===== src/rtl/id_ex_operand_stage_pkg.sv =====
// Shared widths, forwarding selector encoding and the control bundle layout
// for the ID/EX operand stage.
package id_ex_operand_stage_pkg;

    localparam int unsigned DATA_W = 64;
    localparam int unsigned REG_W  = 5;
    localparam int unsigned CTRL_W = 8;

    localparam logic [REG_W-1:0] XZR = 5'd31;

    typedef enum logic [1:0] {
        FWD_REG   = 2'b00,
        FWD_MEMWB = 2'b01,
        FWD_EXMEM = 2'b10
    } fwd_sel_t;

    // Opaque to this stage; the field split only documents downstream use.
    typedef struct packed {
        logic [1:0] wb;
        logic [2:0] mem;
        logic [2:0] ex;
    } ctrl_t;

    function automatic logic [DATA_W-1:0] mux2(input logic [DATA_W-1:0] in0,
                                               input logic [DATA_W-1:0] in1,
                                               input logic              sel);
        return sel ? in1 : in0;
    endfunction

endpackage


===== src/rtl/id_ex_operand_stage_if.sv =====
// Decode-side, hazard-side and EX-side signals of the ID/EX operand stage.
interface id_ex_operand_stage_if;
    import id_ex_operand_stage_pkg::*;

    logic              id_valid;
    logic [REG_W-1:0]  id_rn;
    logic [REG_W-1:0]  id_rm;
    logic [DATA_W-1:0] id_rn_data;
    logic [DATA_W-1:0] id_rm_data;
    logic [DATA_W-1:0] id_imm;
    logic              id_alusrc;
    ctrl_t             id_ctrl;
    logic              stall;
    logic              flush;

    logic              exmem_regwrite;
    logic [REG_W-1:0]  exmem_rd;
    logic [DATA_W-1:0] exmem_result;
    logic              memwb_regwrite;
    logic [REG_W-1:0]  memwb_rd;
    logic [DATA_W-1:0] memwb_result;

    logic              ex_valid;
    logic [DATA_W-1:0] ex_op_a;
    logic [DATA_W-1:0] ex_op_b_reg;
    logic [DATA_W-1:0] ex_imm;
    logic              ex_alusrc;
    ctrl_t             ex_ctrl;
    fwd_sel_t          fwd_a;
    fwd_sel_t          fwd_b;

    modport master (
        output id_valid, id_rn, id_rm, id_rn_data, id_rm_data, id_imm, id_alusrc, id_ctrl,
        output stall, flush,
        output exmem_regwrite, exmem_rd, exmem_result,
        output memwb_regwrite, memwb_rd, memwb_result,
        input  ex_valid, ex_op_a, ex_op_b_reg, ex_imm, ex_alusrc, ex_ctrl, fwd_a, fwd_b
    );

    modport slave (
        input  id_valid, id_rn, id_rm, id_rn_data, id_rm_data, id_imm, id_alusrc, id_ctrl,
        input  stall, flush,
        input  exmem_regwrite, exmem_rd, exmem_result,
        input  memwb_regwrite, memwb_rd, memwb_result,
        output ex_valid, ex_op_a, ex_op_b_reg, ex_imm, ex_alusrc, ex_ctrl, fwd_a, fwd_b
    );

endinterface


===== src/rtl/id_ex_operand_stage_forwarding_unit.sv =====
// Picks the freshest producer of one source register: EX/MEM, then MEM/WB,
// else the register-file read captured in ID/EX.
module id_ex_operand_stage_forwarding_unit
    import id_ex_operand_stage_pkg::*;
(
    input  logic [REG_W-1:0] src,
    input  logic             valid,
    input  logic             exmem_regwrite,
    input  logic [REG_W-1:0] exmem_rd,
    input  logic             memwb_regwrite,
    input  logic [REG_W-1:0] memwb_rd,
    output fwd_sel_t         sel
);

    always_comb begin
        sel = FWD_REG;
        // XZR reads as zero no matter who claims to write it.
        if (valid && (src != XZR)) begin
            if (exmem_regwrite && (exmem_rd == src)) begin
                sel = FWD_EXMEM;
            end else if (memwb_regwrite && (memwb_rd == src)) begin
                sel = FWD_MEMWB;
            end
        end
    end

endmodule


===== src/rtl/id_ex_operand_stage.sv =====
// ID/EX pipeline register with EX/MEM and MEM/WB operand forwarding feeding
// ALU input A and both legs of the ALUSrc mux.
module id_ex_operand_stage
    import id_ex_operand_stage_pkg::*;
(
    input  logic                   clk,
    input  logic                   reset,
    id_ex_operand_stage_if.slave   bus
);

    logic              valid_q;
    logic [REG_W-1:0]  rn_q;
    logic [REG_W-1:0]  rm_q;
    logic [DATA_W-1:0] rn_data_q;
    logic [DATA_W-1:0] rm_data_q;
    logic [DATA_W-1:0] imm_q;
    logic              alusrc_q;
    ctrl_t             ctrl_q;

    fwd_sel_t          fwd_a;
    fwd_sel_t          fwd_b;
    logic [DATA_W-1:0] op_a_lvl1;
    logic [DATA_W-1:0] op_b_lvl1;

    always_ff @(posedge clk or negedge reset) begin
        if (!reset) begin
            valid_q   <= 1'b0;
            rn_q      <= '0;
            rm_q      <= '0;
            rn_data_q <= '0;
            rm_data_q <= '0;
            imm_q     <= '0;
            alusrc_q  <= 1'b0;
            ctrl_q    <= '0;
        end else if (bus.flush) begin
            // Data fields are don't-care once the slot is a bubble.
            valid_q <= 1'b0;
            ctrl_q  <= '0;
        end else if (!bus.stall) begin
            valid_q   <= bus.id_valid;
            rn_q      <= bus.id_rn;
            rm_q      <= bus.id_rm;
            rn_data_q <= bus.id_rn_data;
            rm_data_q <= bus.id_rm_data;
            imm_q     <= bus.id_imm;
            alusrc_q  <= bus.id_alusrc;
            ctrl_q    <= bus.id_valid ? bus.id_ctrl : '0;
        end
    end

    id_ex_operand_stage_forwarding_unit u_fwd_a (
        .src            (rn_q),
        .valid          (valid_q),
        .exmem_regwrite (bus.exmem_regwrite),
        .exmem_rd       (bus.exmem_rd),
        .memwb_regwrite (bus.memwb_regwrite),
        .memwb_rd       (bus.memwb_rd),
        .sel            (fwd_a)
    );

    id_ex_operand_stage_forwarding_unit u_fwd_b (
        .src            (rm_q),
        .valid          (valid_q),
        .exmem_regwrite (bus.exmem_regwrite),
        .exmem_rd       (bus.exmem_rd),
        .memwb_regwrite (bus.memwb_regwrite),
        .memwb_rd       (bus.memwb_rd),
        .sel            (fwd_b)
    );

    // 3:1 select as two 2:1 levels; the one-hot encoding lets each bit steer a level.
    always_comb begin
        op_a_lvl1 = mux2(rn_data_q, bus.memwb_result, fwd_a[0]);
        op_b_lvl1 = mux2(rm_data_q, bus.memwb_result, fwd_b[0]);
    end

    assign bus.ex_op_a     = mux2(op_a_lvl1, bus.exmem_result, fwd_a[1]);
    assign bus.ex_op_b_reg = mux2(op_b_lvl1, bus.exmem_result, fwd_b[1]);
    assign bus.ex_valid    = valid_q;
    assign bus.ex_imm      = imm_q;
    assign bus.ex_alusrc   = alusrc_q;
    assign bus.ex_ctrl     = ctrl_q;
    assign bus.fwd_a       = fwd_a;
    assign bus.fwd_b       = fwd_b;

endmodule


===== src/flat_wrapper.sv =====
// flat-port wrapper written by rule: the top's interface ports become plain ports
module id_ex_operand_stage_flat import id_ex_operand_stage_pkg::*;
  (clk, reset, bus_id_valid, bus_id_rn, bus_id_rm, bus_id_rn_data, bus_id_rm_data, bus_id_imm, bus_id_alusrc, bus_id_ctrl, bus_stall, bus_flush, bus_exmem_regwrite, bus_exmem_rd, bus_exmem_result, bus_memwb_regwrite, bus_memwb_rd, bus_memwb_result, bus_ex_valid, bus_ex_op_a, bus_ex_op_b_reg, bus_ex_imm, bus_ex_alusrc, bus_ex_ctrl, bus_fwd_a, bus_fwd_b);
  id_ex_operand_stage_if bus_i ();
  input  logic clk;
  input  logic reset;
  input wire logic [$bits(bus_i.id_valid)-1:0] bus_id_valid;
  input wire logic [$bits(bus_i.id_rn)-1:0] bus_id_rn;
  input wire logic [$bits(bus_i.id_rm)-1:0] bus_id_rm;
  input wire logic [$bits(bus_i.id_rn_data)-1:0] bus_id_rn_data;
  input wire logic [$bits(bus_i.id_rm_data)-1:0] bus_id_rm_data;
  input wire logic [$bits(bus_i.id_imm)-1:0] bus_id_imm;
  input wire logic [$bits(bus_i.id_alusrc)-1:0] bus_id_alusrc;
  input wire logic [$bits(bus_i.id_ctrl)-1:0] bus_id_ctrl;
  input wire logic [$bits(bus_i.stall)-1:0] bus_stall;
  input wire logic [$bits(bus_i.flush)-1:0] bus_flush;
  input wire logic [$bits(bus_i.exmem_regwrite)-1:0] bus_exmem_regwrite;
  input wire logic [$bits(bus_i.exmem_rd)-1:0] bus_exmem_rd;
  input wire logic [$bits(bus_i.exmem_result)-1:0] bus_exmem_result;
  input wire logic [$bits(bus_i.memwb_regwrite)-1:0] bus_memwb_regwrite;
  input wire logic [$bits(bus_i.memwb_rd)-1:0] bus_memwb_rd;
  input wire logic [$bits(bus_i.memwb_result)-1:0] bus_memwb_result;
  output wire logic [$bits(bus_i.ex_valid)-1:0] bus_ex_valid;
  output wire logic [$bits(bus_i.ex_op_a)-1:0] bus_ex_op_a;
  output wire logic [$bits(bus_i.ex_op_b_reg)-1:0] bus_ex_op_b_reg;
  output wire logic [$bits(bus_i.ex_imm)-1:0] bus_ex_imm;
  output wire logic [$bits(bus_i.ex_alusrc)-1:0] bus_ex_alusrc;
  output wire logic [$bits(bus_i.ex_ctrl)-1:0] bus_ex_ctrl;
  output wire logic [$bits(bus_i.fwd_a)-1:0] bus_fwd_a;
  output wire logic [$bits(bus_i.fwd_b)-1:0] bus_fwd_b;
  assign bus_i.id_valid = bus_id_valid;
  assign bus_i.id_rn = bus_id_rn;
  assign bus_i.id_rm = bus_id_rm;
  assign bus_i.id_rn_data = bus_id_rn_data;
  assign bus_i.id_rm_data = bus_id_rm_data;
  assign bus_i.id_imm = bus_id_imm;
  assign bus_i.id_alusrc = bus_id_alusrc;
  assign bus_i.id_ctrl = bus_id_ctrl;
  assign bus_i.stall = bus_stall;
  assign bus_i.flush = bus_flush;
  assign bus_i.exmem_regwrite = bus_exmem_regwrite;
  assign bus_i.exmem_rd = bus_exmem_rd;
  assign bus_i.exmem_result = bus_exmem_result;
  assign bus_i.memwb_regwrite = bus_memwb_regwrite;
  assign bus_i.memwb_rd = bus_memwb_rd;
  assign bus_i.memwb_result = bus_memwb_result;
  assign bus_ex_valid = bus_i.ex_valid;
  assign bus_ex_op_a = bus_i.ex_op_a;
  assign bus_ex_op_b_reg = bus_i.ex_op_b_reg;
  assign bus_ex_imm = bus_i.ex_imm;
  assign bus_ex_alusrc = bus_i.ex_alusrc;
  assign bus_ex_ctrl = bus_i.ex_ctrl;
  assign bus_fwd_a = bus_i.fwd_a;
  assign bus_fwd_b = bus_i.fwd_b;
  id_ex_operand_stage u_core (.clk(clk), .reset(reset), .bus(bus_i));
endmodule

===== config.mk =====
export PLATFORM = sky130hd
export DESIGN_NAME = id_ex_operand_stage_flat
export DESIGN_NICKNAME = d
export VERILOG_FILES = /design/src/rtl/id_ex_operand_stage_pkg.sv /design/src/rtl/id_ex_operand_stage_if.sv /design/src/rtl/id_ex_operand_stage_forwarding_unit.sv /design/src/rtl/id_ex_operand_stage.sv /design/src/flat_wrapper.sv
export SDC_FILE = /design/constraint.sdc
export NUM_CORES = 1
export LEC_CHECK = 0
export BUFFER_PORTS_ARGS = -buffer_cell sky130_fd_sc_hd__clkbuf_2
export CORE_AREA = 2 2 216 218
export DETAILED_ROUTE_END_ITERATION = 6
export DIE_AREA = 0 0 218 220
export SLEW_MARGIN = 20
export SYNTH_ARGS = -nofsm -noshare
export SYNTH_HDL_FRONTEND = slang
export SYNTH_SLANG_ARGS = --single-unit

===== constraint.sdc =====
create_clock -name clk -period 2.1 [get_ports clk]
set_input_delay 0.105 -clock clk [delete_from_list [all_inputs] [get_ports clk]]
set_output_delay 0.105 -clock clk [all_outputs]
set_load 0.05 [all_outputs]

== Yosys cells after proc, flatten, opt, wreduce, memory -nomap -nowiden ==
Cells that the tools add are included.
Word-level totals
  register bits: 212
  bits of input ports: 356
  output and inout port bits: 206
Operators by class
  equality and inequality tests: 7
  mux-type cells: 15
  bitwise logic cells: 2
  reduce and logical (&&, ||, !) cells: 7
Operators by type and width (number)
  64-bit two-way mux: 4
  8-bit two-way mux: 3
  5-bit equality test: 4
  5-bit != test (second input constant): 2
  2-bit two-way mux: 4
  1-bit logical AND: 6
  1-bit two-way mux: 4
  2-bit by 1-bit != test with 1-bit output (second input constant): 1
  1-bit inverter: 2
  2-bit AND reduction: 1

== Logic depth before layout (Yosys ltp) ==
Gate-level depths: netlist of the first run.
  depth after elaboration: 7
  gate-level depth with buffers: 7

== Modules after synthesis ==
Synthesis of the first run repeated with hierarchy kept, for this count alone.
Second synthesis, totals
  cell total of the unflattened synthesis: 932
  area, all modules: 11468.5 um^2
Modules (own cells, without submodules)
  id_ex_operand_stage: times used 1, cells an instance 894, area each 11175.7 um^2
  id_ex_operand_stage_forwarding_unit: times used 2, cells an instance 19, area each 146.4 um^2

== Worst setup path before layout of the first run ==
OpenSTA, ideal clock, no wires.
  kind: flip-flop to output port
  start point: register u_core.rm_q[1]
  end point: output port bus_fwd_b[0]
  arrival: 2.394 ns
  data required time: 1.995 ns
  path slack: -0.399 ns
  cell stages (with the launch flop): 7
  cell sequence: dfrtp_1 inv_2 a222oi_1 nand3_1 buf_2 buf_2 nor3_1
On the way
  word-level cells in the longest chain between the ends: 5
Ends and longest elaborated chain
  start: declaration: line id_ex_operand_stage.sv:13  | logic [REG_W-1:0] rm_q;
  start signal: assignment: line id_ex_operand_stage.sv:42  | rm_q <= bus.id_rm;
  5-bit equality test: line id_ex_operand_stage_forwarding_unit.sv:21  | end else if (memwb_regwrite && (memwb_rd == src)) begin
  1-bit logical AND: line id_ex_operand_stage_forwarding_unit.sv:21
  1-bit two-way mux: line id_ex_operand_stage_forwarding_unit.sv:21
  2-bit two-way mux: line id_ex_operand_stage_forwarding_unit.sv:19  | if (exmem_regwrite && (exmem_rd == src)) begin
  2-bit two-way mux *: line id_ex_operand_stage_forwarding_unit.sv:18  | if (valid && (src != XZR)) begin
  end: declaration: line flat_wrapper.sv:30  | output wire logic [$bits(bus_i.fwd_b)-1:0] bus_fwd_b;
Every way passes the cells marked *; elsewhere a longest branch is shown, timed or not.

== Worst setup path in the final report of the first run ==
  start point: register u_core.rn_q[1]
  end point: output port bus_ex_op_a[4]
On the way
  word-level cells in the longest chain between the ends: 7
Ends and longest elaborated chain
  start: declaration: line id_ex_operand_stage.sv:12  | logic [REG_W-1:0] rn_q;
  start signal: assignment: line id_ex_operand_stage.sv:41  | rn_q <= bus.id_rn;
  5-bit equality test: line id_ex_operand_stage_forwarding_unit.sv:21
  1-bit logical AND: line id_ex_operand_stage_forwarding_unit.sv:21
  1-bit two-way mux: line id_ex_operand_stage_forwarding_unit.sv:21
  2-bit two-way mux: line id_ex_operand_stage_forwarding_unit.sv:19
  2-bit two-way mux *: line id_ex_operand_stage_forwarding_unit.sv:18
  64-bit two-way mux: line id_ex_operand_stage_pkg.sv:27  | return sel ? in1 : in0;
  64-bit two-way mux *: line id_ex_operand_stage_pkg.sv:27
  end: declaration: line flat_wrapper.sv:24  | output wire logic [$bits(bus_i.ex_op_a)-1:0] bus_ex_op_a;
Marked as above.

==> results of run 1 <==
[worst min path at each step]
stage | cells after the start | startpoint | slack [ns] | end
global placement | 1 | reset | 0.09 | u_core.bus.ex_ctrl[5]
CTS | 4 | bus_stall | 0.06 | u_core.bus.ex_ctrl[2]
finish | 4 | bus_stall | 0.1 | u_core.bus.ex_ctrl[2]
global route | 4 | bus_stall | 0.11 | u_core.bus.ex_ctrl[3]
detailed placement | 1 | reset | 0.1 | u_core.bus.ex_ctrl[5]
floorplan | 0 | reset | -0.19 | u_core.bus.ex_alusrc
[synth_stat cells]
cell,instances
dfrtp_1,212
nor2b_1,1
buf_1,3
buf_2,34
nand2_1,14
nor4_1,1
o22ai_1,64
or2_2,1
a2bb2oi_1,68
nand3_1,3
o31ai_1,64
inv_2,1
a22oi_1,1
or3_1,65
nor2_1,22
nand4_1,2
buf_6,6
nor3_1,1
a2bb2oi_2,60
clkbuf_1,51
and2_1,1
a21oi_1,8
o311ai_1,1
o21a_1,2
inv_1,3
mux2_2,200
nand2b_1,2
a222oi_1,1
xnor2_1,10
xor2_1,7
o21ai_0,5
o2111a_1,1
a21oi_4,2
[area by class of cell]
class | count | area [sq um] | share of cell area [%]
clock inverters | 13 | 173 | 0.695
flip-flops and latches | 212 | 5310 | 21.4
inverters | 4 | 17.5 | 0.0705
multi-input cells | 608 | 8290 | 33.4
well taps | 607 | 759 | 3.06
clock buffers | 35 | 776 | 3.12
repair buffers | 975 | 9520 | 38.3
[worst register-to-register path: cells and delay by family (launching register included)]
kind	cells	cell delay, ns
buf+inv	1	0.56
flops	1	0.38
compound gates	1	0.18
simple gates	1	0.05
[logic make-up after synthesis]
family                    share of synthesized area (%)
muxes                                              19.9
DFF                                                46.9
and+or+nand+nor                                    5.41
AOI/OAI and AO/OA                                  22.4
buffers and inverters                              4.03
xor gates and xnor gates                           1.32
[routing by layer]
layer / up-vias / part of all wire [%] / track usage (%)
li1: 5405 / - / -
met4: 0 / 3.7 / 8.41
met3: 142 / 6.7 / 4.55
met5: - / 0 / 0
met2: 628 / 49 / 40.9
met1: 6393 / 40 / 28.7
[sequential cells by signal (all words and copies together), names as in the netlist]
name / count
u_core.rm_q: 5
u_core.rn_data_q: 64
u_core.bus.ex_ctrl: 8
u_core.rn_q: 5
u_core.rm_data_q: 64
u_core.bus.ex_valid: 1
u_core.bus.ex_imm: 64
u_core.bus.ex_alusrc: 1
[power by group through the flow]
stage                     Sequential, mW  Clock [mW]  Combinational [mW]
after floorplan                     5.77           0                3.13
after global placement              5.15           0                6.43
after detailed placement            5.18           0                6.49
after CTS                           5.14        5.09                7.41
after global routing                5.30        5.23                8.22
final                               5.25        5.02                7.97
[repair_timing]
action                     in CTS  in global routing
cloned                         16                 11
setup endpoints to repair     132                132
resized for setup             256                252
hold buffers                  216                  0
pin swaps                      26                 43
buffers inserted               24                 28
hold endpoints to repair      416                  0
==> results.toml, run 1 <==
[status]
status = "finished, violations left"
violations = "negative setup slack"

[clock_tree]
clk_pin_slew_worst_paths_ns = 0.06
cts_buffers = 26
h-tree-depth = 1
clock_sinks = 212
worstSkewPairLatency_ns = 0.54
cts-root-buf = "clkbuf_16"
clk_path_buf_depth = 3
cts_tree = "yes"

[setup_path]
r2r_start = "u_core.bus.ex_ctrl[7]"
cp-start-kind = "flop"
rr_worst_depth = 3
endpoint_kind = "output pin"
crit_family = "buffers and inverters"
crit_slowest_cell = "dfrtp_2"
crit_fanout = 28
cp-startpoint = "u_core.rn_q[1]"
cpPeakStageDelay_ns = 0.45
r2r_setup_slack_ns = 0.80
cp_cell_sequence = "xnor2_2 -> nand4_1 -> or3_4 -> buf_12 -> buf_4 -> o22ai_1 -> a2bb2oi_4 -> clkbuf_8"
cp.depth = 8
crit_required_ns = 2.00
arrival_ns = 2.86
critPathCapture = "bus_ex_op_a[4]"
crit_type = "reg2out"
path_buf_inv = 3
r2r_end = "u_core.bus.ex_ctrl[7]"

[floorplanning]
die_w_um = 218
boundaryPins = 562
die-area_sq_um = 48000
core_area_sq_um = 45900
die_y_um = 220
rows = 79
start_util_pct = 24.6

[pwr]
pwr-share-comb_pct = 43.7
power_frac_clock_pct = 27.5
powerDensity_nw_per_um2 = 734
p_leak_nw = 10.9
power.internal_mw = 11.6
ir_drop_mv = 0.781
p_sw_share_pct = 36.4
p_sw_mw = 6.64
p_seq_share_pct = 28.8
power_mw = 18.2

[sta]
fin_crit_sh_pct = 141
finalMaxSlewViolations = 0
hold_viol = 0
period_needed_ns = 2.96
rsz0062_at_grt = "yes"
fmax_mhz = 338
finalSetupViolCount = 132
whs_ns = 0.0968
relSlewSlack_pct = 40.3
fin_ws_ns = -0.860
worstMarginPinSlew_ns = 0.896
fin_skew_ns = 0
timing.setup.tns_ns = -96.87

[cells_and_area]
antenna_cells = 0
fin_nets = 2183
n_fill_cell = 3531
instances_no_fill = 2454
area_growth_syn_to_layout_pct = 120
fin_util_pct = 54.2
post-route-cell-area_sq_um = 24800
final_common_cell = "clkbuf_2"
layout_common_cells = "clkbuf_2, dlygate4sd3_1, dfrtp_1, mux2_2, buf_12"
drive_above_1_share_pct = 68.2

[logic_synthesis]
synth_cell_types = 33
synth_top_cell_area_share_pct = 46.9
syn_nets = 1273
synth_area_sq_um = 11300
ys_warn_count = 0
synth_seq_area_share_pct = 46.9
syn_avg_cell_area_sq_um = 12.3
ys_ff_latch = 212
yosysTopAreaCell = "dfrtp_1"
ys_top_cells_by_area = "dfrtp_1, mux2_2, a2bb2oi_2"
synthCells = 917

[drt]
wl_per_cell_um = 26.2
vias_per_cell = 5.12
vias = 12568
drc = 0
wirelength_um = 64400
ant_nets = 0
drt_iter0_drc = 835
drt_first_pass_iters = 5

[placement]
place.gp.congestion = 0.922
hpwl_um = 35800
dp.cells = 2120
portBuffers = 561
place_ws_ns = -0.533
placed_cell_area_sq_um = 17900

[global_routing]
track_usage_pct = 23.4
grt_pass1_wl_um = 84600
overflow = 0
grt_pass1_vias = 13453
grt_max_degree = 65
grt_antenna_before_repair = 2

[worst_hold_path]
hold_path.class = "in2reg"

[flow_run]
cap_viol_max_count = 0
No activity file was read; power rests on OpenSTA's default activity.
==> run 2, diff against run 1 <==
- ABC_CLOCK_PERIOD_IN_PS: default -> 2100
- PLACE_DENSITY: default -> 0.47
==> run 2 against run 1 <==
  * The flow still finishes with violations (negative setup slack)
  * Hold slack worse by 0.069 ns
  * Highest routed layer unchanged
  * Sequential power down 1%
  * Clock-buffer cell count unchanged
  * Wire length down 7.1%
  * Power down 3.5%
  * Largest cell class unchanged
  * Critical endpoint is now bus_ex_op_b_reg[19]
  * Register-to-register slack about the same
  * Sequential share of layout area up 0.71 points
  * Largest power group unchanged
  * Clock power down 6.0%
  * Clock skew unchanged
==> results.toml, run 2 (same netlist as run 1, synthesis figures left out) <==
[cells_and_area]
area_growth_syn_to_layout_pct = 113
antenna_cells = 0
layout_common_cells = "clkbuf_2, dlygate4sd3_1, dfrtp_1, mux2_2, buf_12"
final_common_cell = "clkbuf_2"
fin_util_pct = 52.4
post-route-cell-area_sq_um = 24000
fin_nets = 2143
instances_no_fill = 2409
drive_above_1_share_pct = 67.5

[setup_path]
r2r_end = "u_core.bus.ex_ctrl[7]"
arrival_ns = 2.75
r2r_setup_slack_ns = 0.81
rr_worst_depth = 3
endpoint_kind = "output pin"
crit_slowest_cell = "dfrtp_1"
cpPeakStageDelay_ns = 0.39
crit_top_cell = "buf_12"
cp-start-kind = "flop"
crit_required_ns = 2.00
cp_cell_sequence = "inv_2 -> a222oi_1 -> buf_4 -> nand3_4 -> a21oi_4 -> buf_6 -> buf_12 -> a2bb2oi_1 -> buf_12"
r2r_start = "u_core.bus.ex_ctrl[7]"
crit_fanout = 10
crit_type = "reg2out"

[pwr]
power_mw = 17.6
p_leak_nw = 10.4
powerDensity_nw_per_um2 = 732
ir_drop_mv = 0.581

[floorplanning]
core_area_sq_um = 45900
die_y_um = 220
die_w_um = 218
rows = 79
boundaryPins = 562
start_util_pct = 24.6
die-area_sq_um = 48000

[global_routing]
track_usage_pct = 22.1
grt_max_degree = 66
overflow = 0
grt_pass1_wl_um = 80100
grt_antenna_before_repair = 0
grt_pass1_vias = 12865

[drt]
drc = 0
wirelength_um = 59800
drt_first_pass_iters = 4
vias = 12019
ant_nets = 0
vias_per_cell = 4.99
drt_iter0_drc = 570
wl_per_cell_um = 24.8

[sta]
fin_skew_ns = 0
rsz0062_at_grt = "yes"
fin_crit_sh_pct = 136
finalMaxSlewViolations = 0
relSlewSlack_pct = 30.5
worstMarginPinSlew_ns = 1.04
fmax_mhz = 351
fin_ws_ns = -0.753
period_needed_ns = 2.85
hold_viol = 0
whs_ns = 0.0278
finalSetupViolCount = 132

[clock_tree]
h-tree-depth = 1
cts-root-buf = "clkbuf_16"
worstSkewPairLatency_ns = 0.55
clk_path_buf_depth = 3
cts_buffers = 27
clock_sinks = 212
cts_tree = "yes"
clk_pin_slew_worst_paths_ns = 0.07

[placement]
place.gp.congestion = 0.828
dp.cells = 2089
portBuffers = 561
placed_cell_area_sq_um = 17700
hpwl_um = 36100

[worst_hold_path]
hp-start = "bus_id_valid"
hold_path.class = "in2reg"
min_path_cells = 5
min_to = "u_core.bus.ex_ctrl[4]"

[status]
status = "finished, violations left"
violations = "negative setup slack"

[flow_run]
cap_viol_max_count = 0
run 2: area by class of cell:
type	count	area, sq um
tap	607	759
clock inverter	9	124
timing repair buffer	934	8980
clock buffer	35	746
fill	3914	21800
multi-input combinational	608	8110
inverter	4	15.0
sequential	212	5310
run 2: worst max path at each step:
stage	startpoint	endpoint	slack, ns	cells past startpoint
after floorplan	u_core.rm_q[4]	bus_ex_op_b_reg[10]	-0.31	6
after global placement	u_core.rn_q[3]	bus_ex_op_a[3]	-0.25	8
after detailed placement	u_core.rn_q[3]	bus_ex_op_a[0]	-0.25	8
after CTS	u_core.rn_q[3]	bus_ex_op_a[25]	-0.77	10
after global routing	u_core.rm_q[1]	bus_ex_op_b_reg[14]	-0.87	10
final	u_core.rm_q[1]	bus_ex_op_b_reg[19]	-0.75	9
run 2: power breakdown:
part	internal (mW)	switching (mW)
Clock	2.83	1.89
Sequential	4.68	0.508
Combinational	3.68	4.02
run 2: stage by stage:
stage               setup TNS [ns]  setup slack, ns
floorplan                   -19.17           -0.313
global placement            -16.14           -0.252
detailed placement          -18.71           -0.254
CTS                         -91.58           -0.771
global route               -102.12           -0.874
finish                      -87.31           -0.753
run 2: critical path, delay by kind of cell, from the launching register on:
kind | cells | cell delay (ns)
simple gates | 1 | 0.12
flops | 1 | 0.39
compound gates | 3 | 0.93
buf+inv | 5 | 0.74
run 2: timing repair:
item                                   in CTS  in global routing
pin swaps                                  24                 36
endpoints found under the hold margin     274                  0
gates resized for setup                   222                215
buffers inserted                           15                 21
gates cloned                               14                 11
setup endpoints to repair                 132                132
hold buffers                              217                  0
run 2: per-layer routing:
metal  GRT usage (%)  part of all wire, %  vias to the layer above
met5               0                    0                        -
met1            26.1                   39                     6046
met4            5.74                  2.8                        0
li1                -                    -                     5334
met3            4.89                  6.5                      116
met2            40.2                   51                      523
